[src/rtl/mux_select_arbiter_if.sv]
`default_nettype none
// ============================================================================
// Module   : mux_select_arbiter_if
// Purpose  : Bundles the request/select/enable signals between the round-robin
//            arbiter and the 4:1 tri-state mux it controls.
// Signals  : req[3:0]  request per source (0=a, 1=b, 2=c, 3=d)
//            ss1, ss0  mux select, {ss1,ss0} = granted index
//            bus_en    tri-state buffer enable
//            gnt[3:0]  one-hot grant
//            busy      arbiter is not idle
// Modports : master - arbiter side (drives selects/enables, reads req)
//            slave  - requester/mux side
// Revision : 1.0 - initial release
// ============================================================================
interface mux_select_arbiter_if;
  logic [3:0] req;
  logic       ss1;
  logic       ss0;
  logic       bus_en;
  logic [3:0] gnt;
  logic       busy;

  modport master (
    input  req,
    output ss1,
    output ss0,
    output bus_en,
    output gnt,
    output busy
  );

  modport slave (
    output req,
    input  ss1,
    input  ss0,
    input  bus_en,
    input  gnt,
    input  busy
  );
endinterface
`default_nettype wire

[src/rtl/mux_select_arbiter.sv]
`default_nettype none
// ============================================================================
// Module   : mux_select_arbiter
// Purpose  : Round-robin arbiter for four sources sharing a 4:1 tri-state mux.
//            Grants one source for at most BURST cycles, then forces a single
//            dead-bus TURN cycle so two drivers are never enabled together.
//            All outputs are registered.
// Ports    : clk    rising-edge clock
//            rst_n  asynchronous active-low reset
//            bus    mux_select_arbiter_if.master (req in; ss1/ss0, bus_en,
//                   gnt, busy out)
// Params   : BURST  max consecutive grant cycles per source (1..15)
// Revision : 1.0 - initial release
// ============================================================================
module mux_select_arbiter #(
  parameter int BURST = 4
) (
  input  logic                   clk,
  input  logic                   rst_n,
  mux_select_arbiter_if.master   bus
);

  localparam logic [3:0] c_burst_max = 4'(BURST);

  typedef enum logic [1:0] {
    S_IDLE  = 2'd0,
    S_GRANT = 2'd1,
    S_TURN  = 2'd2
  } state_t;

  state_t     r_state, w_state_nxt;
  logic [1:0] r_ptr,   w_ptr_nxt;
  logic [1:0] r_cur,   w_cur_nxt;
  logic [3:0] r_cnt,   w_cnt_nxt;
  logic [3:0] r_gnt,   w_gnt_nxt;
  logic [1:0] r_sel,   w_sel_nxt;
  logic       r_bus_en, w_bus_en_nxt;
  logic       r_busy;

  logic [1:0] w_win;
  logic       w_any;

  // Rotating priority scan: walk offsets from 3 down to 0 so the lowest
  // offset from ptr that has a request is the last (winning) assignment.
  always_comb begin
    w_win = r_ptr;
    w_any = |bus.req;
    for (int i = 3; i >= 0; i--) begin
      if (bus.req[r_ptr + 2'(i)]) begin
        w_win = r_ptr + 2'(i);
      end
    end
  end

  always_comb begin
    w_state_nxt  = r_state;
    w_ptr_nxt    = r_ptr;
    w_cur_nxt    = r_cur;
    w_cnt_nxt    = r_cnt;
    w_gnt_nxt    = r_gnt;
    w_sel_nxt    = r_sel;
    w_bus_en_nxt = r_bus_en;

    case (r_state)
      S_IDLE, S_TURN: begin
        if (w_any) begin
          w_state_nxt  = S_GRANT;
          w_cur_nxt    = w_win;
          w_cnt_nxt    = 4'd1;
          w_gnt_nxt    = 4'b0001 << w_win;
          w_sel_nxt    = w_win;
          w_bus_en_nxt = 1'b1;
        end else begin
          w_state_nxt  = S_IDLE;
          w_gnt_nxt    = 4'b0000;
          w_bus_en_nxt = 1'b0;
        end
      end

      S_GRANT: begin
        if (!bus.req[r_cur] || (r_cnt == c_burst_max)) begin
          // Release; select lines hold so the mux output stays stable
          // while the buffer is disabled.
          w_state_nxt  = S_TURN;
          w_gnt_nxt    = 4'b0000;
          w_bus_en_nxt = 1'b0;
          w_ptr_nxt    = r_cur + 2'd1;
        end else begin
          w_cnt_nxt    = r_cnt + 4'd1;
        end
      end

      default: begin
        w_state_nxt  = S_IDLE;
        w_gnt_nxt    = 4'b0000;
        w_bus_en_nxt = 1'b0;
      end
    endcase
  end

  always_ff @(posedge clk or negedge rst_n) begin
    if (!rst_n) begin
      r_state  <= S_IDLE;
      r_ptr    <= 2'd0;
      r_cur    <= 2'd0;
      r_cnt    <= 4'd0;
      r_gnt    <= 4'b0000;
      r_sel    <= 2'd0;
      r_bus_en <= 1'b0;
      r_busy   <= 1'b0;
    end else begin
      r_state  <= w_state_nxt;
      r_ptr    <= w_ptr_nxt;
      r_cur    <= w_cur_nxt;
      r_cnt    <= w_cnt_nxt;
      r_gnt    <= w_gnt_nxt;
      r_sel    <= w_sel_nxt;
      r_bus_en <= w_bus_en_nxt;
      r_busy   <= (w_state_nxt != S_IDLE);
    end
  end

  assign bus.gnt    = r_gnt;
  assign bus.ss1    = r_sel[1];
  assign bus.ss0    = r_sel[0];
  assign bus.bus_en = r_bus_en;
  assign bus.busy   = r_busy;

endmodule
`default_nettype wire
[src/flat_wrapper.sv]
// flat-port wrapper written by rule: the top's interface ports become plain ports
module mux_select_arbiter_flat 
#(
  parameter int BURST = 4
)
  (clk, rst_n, bus_req, bus_ss1, bus_ss0, bus_bus_en, bus_gnt, bus_busy);
  mux_select_arbiter_if bus_i ();
  input  logic clk;
  input  logic rst_n;
  input wire logic [$bits(bus_i.req)-1:0] bus_req;
  output wire logic [$bits(bus_i.ss1)-1:0] bus_ss1;
  output wire logic [$bits(bus_i.ss0)-1:0] bus_ss0;
  output wire logic [$bits(bus_i.bus_en)-1:0] bus_bus_en;
  output wire logic [$bits(bus_i.gnt)-1:0] bus_gnt;
  output wire logic [$bits(bus_i.busy)-1:0] bus_busy;
  assign bus_i.req = bus_req;
  assign bus_ss1 = bus_i.ss1;
  assign bus_ss0 = bus_i.ss0;
  assign bus_bus_en = bus_i.bus_en;
  assign bus_gnt = bus_i.gnt;
  assign bus_busy = bus_i.busy;
  mux_select_arbiter #(.BURST(BURST)) u_core (.clk(clk), .rst_n(rst_n), .bus(bus_i));
endmodule
[config.mk]
export PLATFORM = sky130hd
export DESIGN_NAME = mux_select_arbiter_flat
export DESIGN_NICKNAME = d
export VERILOG_FILES = /design/src/rtl/mux_select_arbiter_if.sv /design/src/rtl/mux_select_arbiter.sv /design/src/flat_wrapper.sv
export SDC_FILE = /design/constraint.sdc
export NUM_CORES = 1
export LEC_CHECK = 0
export ABC_AREA = 1
export BUFFER_PORTS_ARGS = -buffer_cell sky130_fd_sc_hd__buf_2
export CORE_MARGIN = 2
export CORE_UTILIZATION = 40
export DETAILED_ROUTE_END_ITERATION = 10
export GPL_TIMING_DRIVEN = 1
export REMOVE_ABC_BUFFERS = 1
export SYNTH_ARGS = -nofsm -noshare
export SYNTH_HDL_FRONTEND = slang
export SYNTH_SLANG_ARGS = --single-unit
[constraint.sdc]
create_clock -name clk -period 2.2 [get_ports clk]
set_input_delay 0.33 -clock clk [delete_from_list [all_inputs] [get_ports clk]]
set_output_delay 0.33 -clock clk [all_outputs]
set_load 0.01 [all_outputs]
==> results of run 1 <==
[layer usage]
| layer | GRT usage | vias up | share of wire |
|---|---|---|---|
| li1 | - | 446 | - |
| met1 | 0.240 | 385 | 0.48 |
| met2 | 0.294 | 17 | 0.46 |
| met3 | 0.0395 | 4 | 0.045 |
| met4 | 0.0641 | 0 | 0.012 |
| met5 | 0 | - | 0 |
[registers in the layout (all words and copies together) (netlist names)]
register,count
u_core.bus.gnt,4
u_core.r_cnt,4
u_core.r_ptr,2
u_core.r_sel,2
u_core.r_state,2
u_core.bus.bus_en,1
u_core.bus.busy,1
[repair_timing]
| item | 4_1_cts | 5_1_grt |
|---|---|---|
| gates resized for setup | 0 | 0 |
| endpoints found under the hold margin | 16 | 0 |
| hold buffers | 1 | 0 |
[kinds of logic (layout without fill, tap and decap cells)]
logic type | after synthesis | in the layout | share of synthesized area
adder cells (fa/ha/maj) | 2 | 2 | 0.0258
XOR/XNOR | 2 | 2 | 0.0181
flip-flops | 16 | 16 | 0.413
AND/OR/NAND/NOR | 75 | 75 | 0.364
buffers and inverters | 21 | 38 | 0.0943
AO/OA/AOI/OAI | 15 | 15 | 0.0840
[power by group through the flow]
stage	combinational, uW	clock [uW]	sequential (uW)
4_1_cts	921	209	518
5_1_grt	1090	226	537
6_report	906	200	517
3_3_place_gp	892	0	517
2_1_floorplan	684	0	531
3_5_place_dp	914	0	524
[per-stage QoR]
stage,power (uW),hold slack [ns],instances,worst slack [ns]
after CTS,1650,0.476,176,0.629
after global routing,1850,0.496,176,0.428
after global placement,1410,0.256,171,0.696
final,1620,0.464,176,0.617
after detailed placement,1440,0.267,171,0.658
after floorplan,1210,0.0344,130,0.831
[layout by cell type, fill, tap and decap left out, types with 2 or more instances in the layout]
| cell type | count |
|---|---|
| ha_1 | 2 |
| nand3_1 | 12 |
| inv_1 | 13 |
| nand2_2 | 11 |
| inv_2 | 6 |
| buf_2 | 13 |
| nand4_1 | 3 |
| a21oi_1 | 3 |
| clkbuf_4 | 3 |
| nand2_1 | 40 |
| dfrtp_1 | 16 |
| nor2_1 | 6 |
| o21ai_0 | 8 |
| o21ai_1 | 2 |
[worst paths after layout]
kind                                               start                       endpoint
min in group clk           u_core.bus.bus_en$_DFFE_PN0P_  u_core.bus.bus_en$_DFFE_PN0P_
min                                                rst_n  u_core.bus.gnt[2]$_DFFE_PN0P_
max                          u_core.r_ptr[0]$_DFFE_PN0P_  u_core.bus.gnt[1]$_DFFE_PN0P_
max reg2reg                  u_core.r_ptr[0]$_DFFE_PN0P_  u_core.bus.gnt[1]$_DFFE_PN0P_
min reg2reg                u_core.bus.bus_en$_DFFE_PN0P_  u_core.bus.bus_en$_DFFE_PN0P_
max in group asynchronous                          rst_n    u_core.r_state[1]$_DFF_PN0_
[final cells by class]
cell class,count,area share
Timing Repair Buffer,14,0.0680
Inverter,20,0.0726
Tap cell,28,0.0317
Sequential cell,16,0.363
Clock buffer,4,0.0329
Multi-Input combinational cell,94,0.432
[worst max-delay path, cell delays in order (launching register included)]
cell and delay, ns:
dfrtp_1 0.54, inv_6 0.16, nand2_1 0.06, nand2_1 0.09
nand2_1 0.08, nand2_1 0.08, nand2_1 0.06, nand2_2 0.08
nand2_2 0.05, nand2_2 0.07, nand2_2 0.07, nand3_1 0.07
nand2_1 0.06
==> impl_results.md, run 1 <==
- Max-slew headroom: 0.717
- Switch Pwr: 799 uW
- Yosys synthesis warning count: 0
- Post-CTS Setup Bufs: 0
- Post-synth top cells: nand2_1, dfrtp_1, inv_1
- Distinct cells, synth: 21
- Fin util: 0.489
- Cell taking the most area after synthesis: dfrtp_1
- Final Max Slew Viols: 0
- Worst-skew pair later-pin latency: 0.29 ns
- Multi-input gate area: 477 sq um
- Overflow after GRT: 0
- Clock Root Buffer: clkbuf_4
- Via count: 852
- CTS buffer count: 3
- CORE AREA: 2250 sq um
- Wire length of the first global-routing pass: about 3.8 mm
- Routed vias/inst: about 4.8
- Initial antenna violation count: 0
- Worst-path fanout max: 10
- Fraction of layout cells with a size suffix above 1: 0.264
- Synthesized instance count: about 130
- Area Overhead vs Synth: 14.0%
- Input/output buffers: 13
- Clock buffer depth: 2
- Ant. Diodes: 0
- Die height: around 53 um
- Pre-antenna DRT Iters: 4
- Critical path type: flip-flop to flip-flop
- Post-synthesis sequential element count: 16
- Hold Crit Class: input pin to asynchronous set/reset pin
- Fill cells: between 200 and 300
- Leading cell type by number of instances after synthesis: nand2_1
- Sequential share of the synthesized area: 0.413
- DRC viols: 0
- Switching Fraction: 0.492
- Top FF cell, synth: dfrtp_1
- WL/cell: 11.1 um
- Clk_skew: ~0.0068 ns
- CP arrival: around 1.8 ns
- Status: finished, final reports clean
- Maximum vdd drop: between 0.6 and 0.7 mV
- Path depth of the worst reg2reg path: 12
- Minimum clock period: ~1.6 ns
- Worst setup SP type: flip-flop
- Async SR Flop Fraction: 1.00
- Core Rows: 17
- Post-DP Area: around 1100 sq um
- Int Pwr: 824 uW
- Achievable Freq: 632 MHz
- Mean Syn Cell Area: ~7.4 sq um
- Post-route ant nets: 0
- Pin count of the biggest net entering global routing: 17
- Final setup fails: 0
- Synthesized area: approximately 970 sq um
- Setup TNS: 0 ns
- Area of the die: ~2800 sq um
- Cell Pwr Density: 1470 nW/um^2
- DRT iter0 DRCs: 13
- FF+latch area: roughly 400 sq um
- Sink Count: 16
- Post-route cell area: approximately 1100 sq um
- Number of H-tree levels: 1
- Gp weighted congestion: between 0.8 and 0.9
- Nets: between 150 and 200
- Worst Tran Pin Value: between 0.4 and 0.5 ns
- Synth area leaders: dfrtp_1, nand2_1, nand2_2
- Register clock-pin slew on the reported worst setup and hold paths: approximately 0.10 ns
- Die X: 53.2 um
- Period Utilization, post-route: 0.720
- Max-capacitance violation count: 0
- Worst setup EP type: flip-flop
- Final hold violation count: 0
- RSZ-0062 raised after global routing: no
- Yosys top cell area share: 0.413
- Drt total wl: 1.96 mm
- Sequential power share: 0.319
- Top Ports: 14
- HPWL Detailed: 1.54 mm
- Initial core utilization: 0.430
- Vias in the first global route: 873
- R2R setup slack: 0.62 ns
- Clk pwr share: 0.123
- Gr usage total: 0.183
- Number of synthesized flops with an enable pin: 0
- P_leak: just over 0.0006 uW
- CTS tree: yes
- Req. time, crit path: between 2 and 2.5 ns
- Part of the power in combinational logic: 0.558
Power figures use the tool's default switching activity.
==> run 2, diff against run 1 <==
==> constraint.sdc (replaced) <==
create_clock -name clk -period 1.55 [get_ports clk]
set_input_delay 0.2325 -clock clk [delete_from_list [all_inputs] [get_ports clk]]
set_output_delay 0.2325 -clock clk [all_outputs]
set_load 0.01 [all_outputs]
==> run 2 against run 1 <==
  * Utilization grew 2.4 points
  * Flip-flop and latch count unchanged
  * First-iteration DRC count shrank 38%
  * Register-to-register slack got worse by 0.52 ns
  * Non-clock buffer count grew 5
  * Design area up 5.0%
  * Hold slack got worse by 0.092 ns
==> impl_results.md, run 2 (synthesized netlist as in run 1, its figures left out) <==
- DRC viols: 0
- Nets: between 150 and 200
- Input/output buffers: 13
- Die height: 53.2 um
- R2R setup slack: 0.1 ns
- Sink Count: 16
- Initial core utilization: 0.430
- Minimum clock period: between 1 and 1.5 ns
- CP arrival: 1.63 ns
- Vias in the first global route: about 770
- Critical Path Slowest Stage Cell: dfrtp_2
- Worst-skew pair later-pin latency: around 0.29 ns
- Final Max Slew Viols: 0
- Area Overhead vs Synth: 19.6%
- Register clock-pin slew on the reported worst setup and hold paths: about 0.10 ns
- Die X: approximately 53 um
- Path depth of the worst reg2reg path: 12
- Multi-input gate area: around 490 sq um
- Design Power: 2430 uW
- Ant. Diodes: 0
- Bufs and invs on worst path: 2
- Worst setup SP type: flip-flop
- Gp weighted congestion: around 0.83
- Crit path largest cell delay: roughly 0.47 ns
- Wire length of the first global-routing pass: 3.31 mm
- Worst setup EP type: flip-flop
- Fill cells: between 200 and 250
- RR Startpoint: u_core.r_ptr[0]$_DFFE_PN0P_
- Clock buffer depth: 2
- WL/cell: 10.7 um
- Worst hold slack: roughly 0.37 ns
- Worst Tran Pin Value: ~0.36 ns
- CTS tree: yes
- Drt total wl: 1.93 mm
- RSZ-0062 raised after global routing: yes
- Maximum vdd drop: about 1 mV
- Req. time, crit path: 1.73 ns
- Via count: between 800 and 900
- Clk_skew: around 0.0042 ns
- CTS buffer count: 3
- Top Ports: 14
- Crit path cell chain: buf_6 -> nand2_1 -> nand2_2 -> nand2_2 -> nand2_2 -> inv_2 -> nand2_2 -> nand2_2 -> nand2_2 -> nand2_2 -> nand2_1 -> o21ai_1
- Post-route ant nets: 0
- Critical path type: flip-flop to flip-flop
- HPWL Detailed: approximately 1.5 mm
- Overflow after GRT: 0
- Setup TNS: 0 ns
- Commonest non-fill, non-tap cell in the layout: nand2_1
- Most frequent cells in the layout: nand2_1, dfrtp_1, nand2_2
- Cell count after placement: ~170
- Period Utilization, post-route: 0.937
- CP delay by family, top: simple AND/OR/NAND/NOR gates
- Pin count of the biggest net entering global routing: 17
- Status: finished, final reports clean
- Fin cells: around 180
- DRT iter0 DRCs: 8
- Fin util: 0.514
- Routed vias/inst: between 4 and 5
- Pre-antenna DRT Iters: 4
- Worst r2r dst: u_core.r_sel[0]$_DFFE_PN0N_
- Worst-path fanout max: 6
- CORE AREA: ~2300 sq um
- Clock Root Buffer: clkbuf_4
- Achievable Freq: a little under 700 MHz
- Core Rows: 17
- P_leak: approximately 0.00064 uW
- Area of the die: roughly 2800 sq um
- Final hold violation count: 0
- Fraction of layout cells with a size suffix above 1: 0.320
- FF+latch area: around 400 sq um
- Initial antenna violation count: 0
- Hold Crit Class: input pin to asynchronous set/reset pin
- Cell Pwr Density: between 2000 and 2500 nW/um^2
- Cell mode on critical path: nand2_2
- Max-capacitance violation count: 0
- Number of H-tree levels: 1
- Gr usage total: 0.163
- Max-slew headroom: 0.759
- Final setup fails: 0
[run 2: cell count changes in the layout (fill, tap and decap cells not counted), sizes merged]
cell	delta
inv	-1
buf	+5
clkinv	+1
[run 2: cell type report]
type	count	area share
Tap cell	28	0.0302
Timing Repair Buffer	19	0.100
Inverter	20	0.0691
Sequential cell	16	0.347
Multi-Input combinational cell	94	0.422
Clock buffer	4	0.0313
[run 2: per-stage QoR]
step                      area [sq um]  setup WS [ns]
after floorplan                    957          0.181
after global placement            1060         0.0370
after detailed placement          1060         0.0214
after CTS                         1110         0.0670
after global routing              1160        -0.0472
final                             1160         0.0982
[run 2: what timing repair did]
| item | in CTS | in global routing |
|---|---|---|
| endpoints found under the hold margin | 16 | 0 |
| endpoints found under the setup margin | 1 | 5 |
| pin swaps | 0 | 10 |
| hold buffers | 1 | 0 |
| buffers inserted | 0 | 4 |
| resized for setup | 1 | 8 |
[run 2: worst register-to-register path, delay by kind of cell (launching register included)]
kind / cells / cell delay, ns
flip-flops: 1 / 0.47
buffers and inverters: 2 / 0.18
AND/OR/NAND/NOR: 9 / 0.64
AO/OA/AOI/OAI: 1 / 0.06
[run 2: layer usage]
layer | GRT usage | share of wire
met1 | 0.224 | 0.51
met2 | 0.249 | 0.44
met3 | 0.0339 | 0.034
met4 | 0.0641 | 0.012
met5 | 0 | 0
[run 2: worst max path at each step]
| stage | slack [ns] | startpoint | to | cells past startpoint |
|---|---|---|---|---|
| floorplan | 0.18 | u_core.r_ptr[0]$_DFFE_PN0P_ | u_core.r_sel[0]$_DFFE_PN0N_ | 12 |
| global placement | 0.04 | u_core.r_ptr[0]$_DFFE_PN0P_ | u_core.r_sel[0]$_DFFE_PN0N_ | 12 |
| detailed placement | 0.02 | u_core.r_ptr[0]$_DFFE_PN0P_ | u_core.bus.gnt[1]$_DFFE_PN0P_ | 12 |
| CTS | 0.07 | u_core.r_ptr[0]$_DFFE_PN0P_ | u_core.bus.gnt[1]$_DFFE_PN0P_ | 12 |
| global route | -0.05 | u_core.r_ptr[0]$_DFFE_PN0P_ | u_core.r_sel[0]$_DFFE_PN0N_ | 12 |
| finish | 0.1 | u_core.r_ptr[0]$_DFFE_PN0P_ | u_core.r_sel[0]$_DFFE_PN0N_ | 12 |
[run 2: report_power, final]
| group | total [uW] | switching [uW] | internal (uW) |
|---|---|---|---|
| Clock | 283 | 140 | 143 |
| Sequential | 720 | 139 | 581 |
| Combinational | 1430 | 879 | 547 |
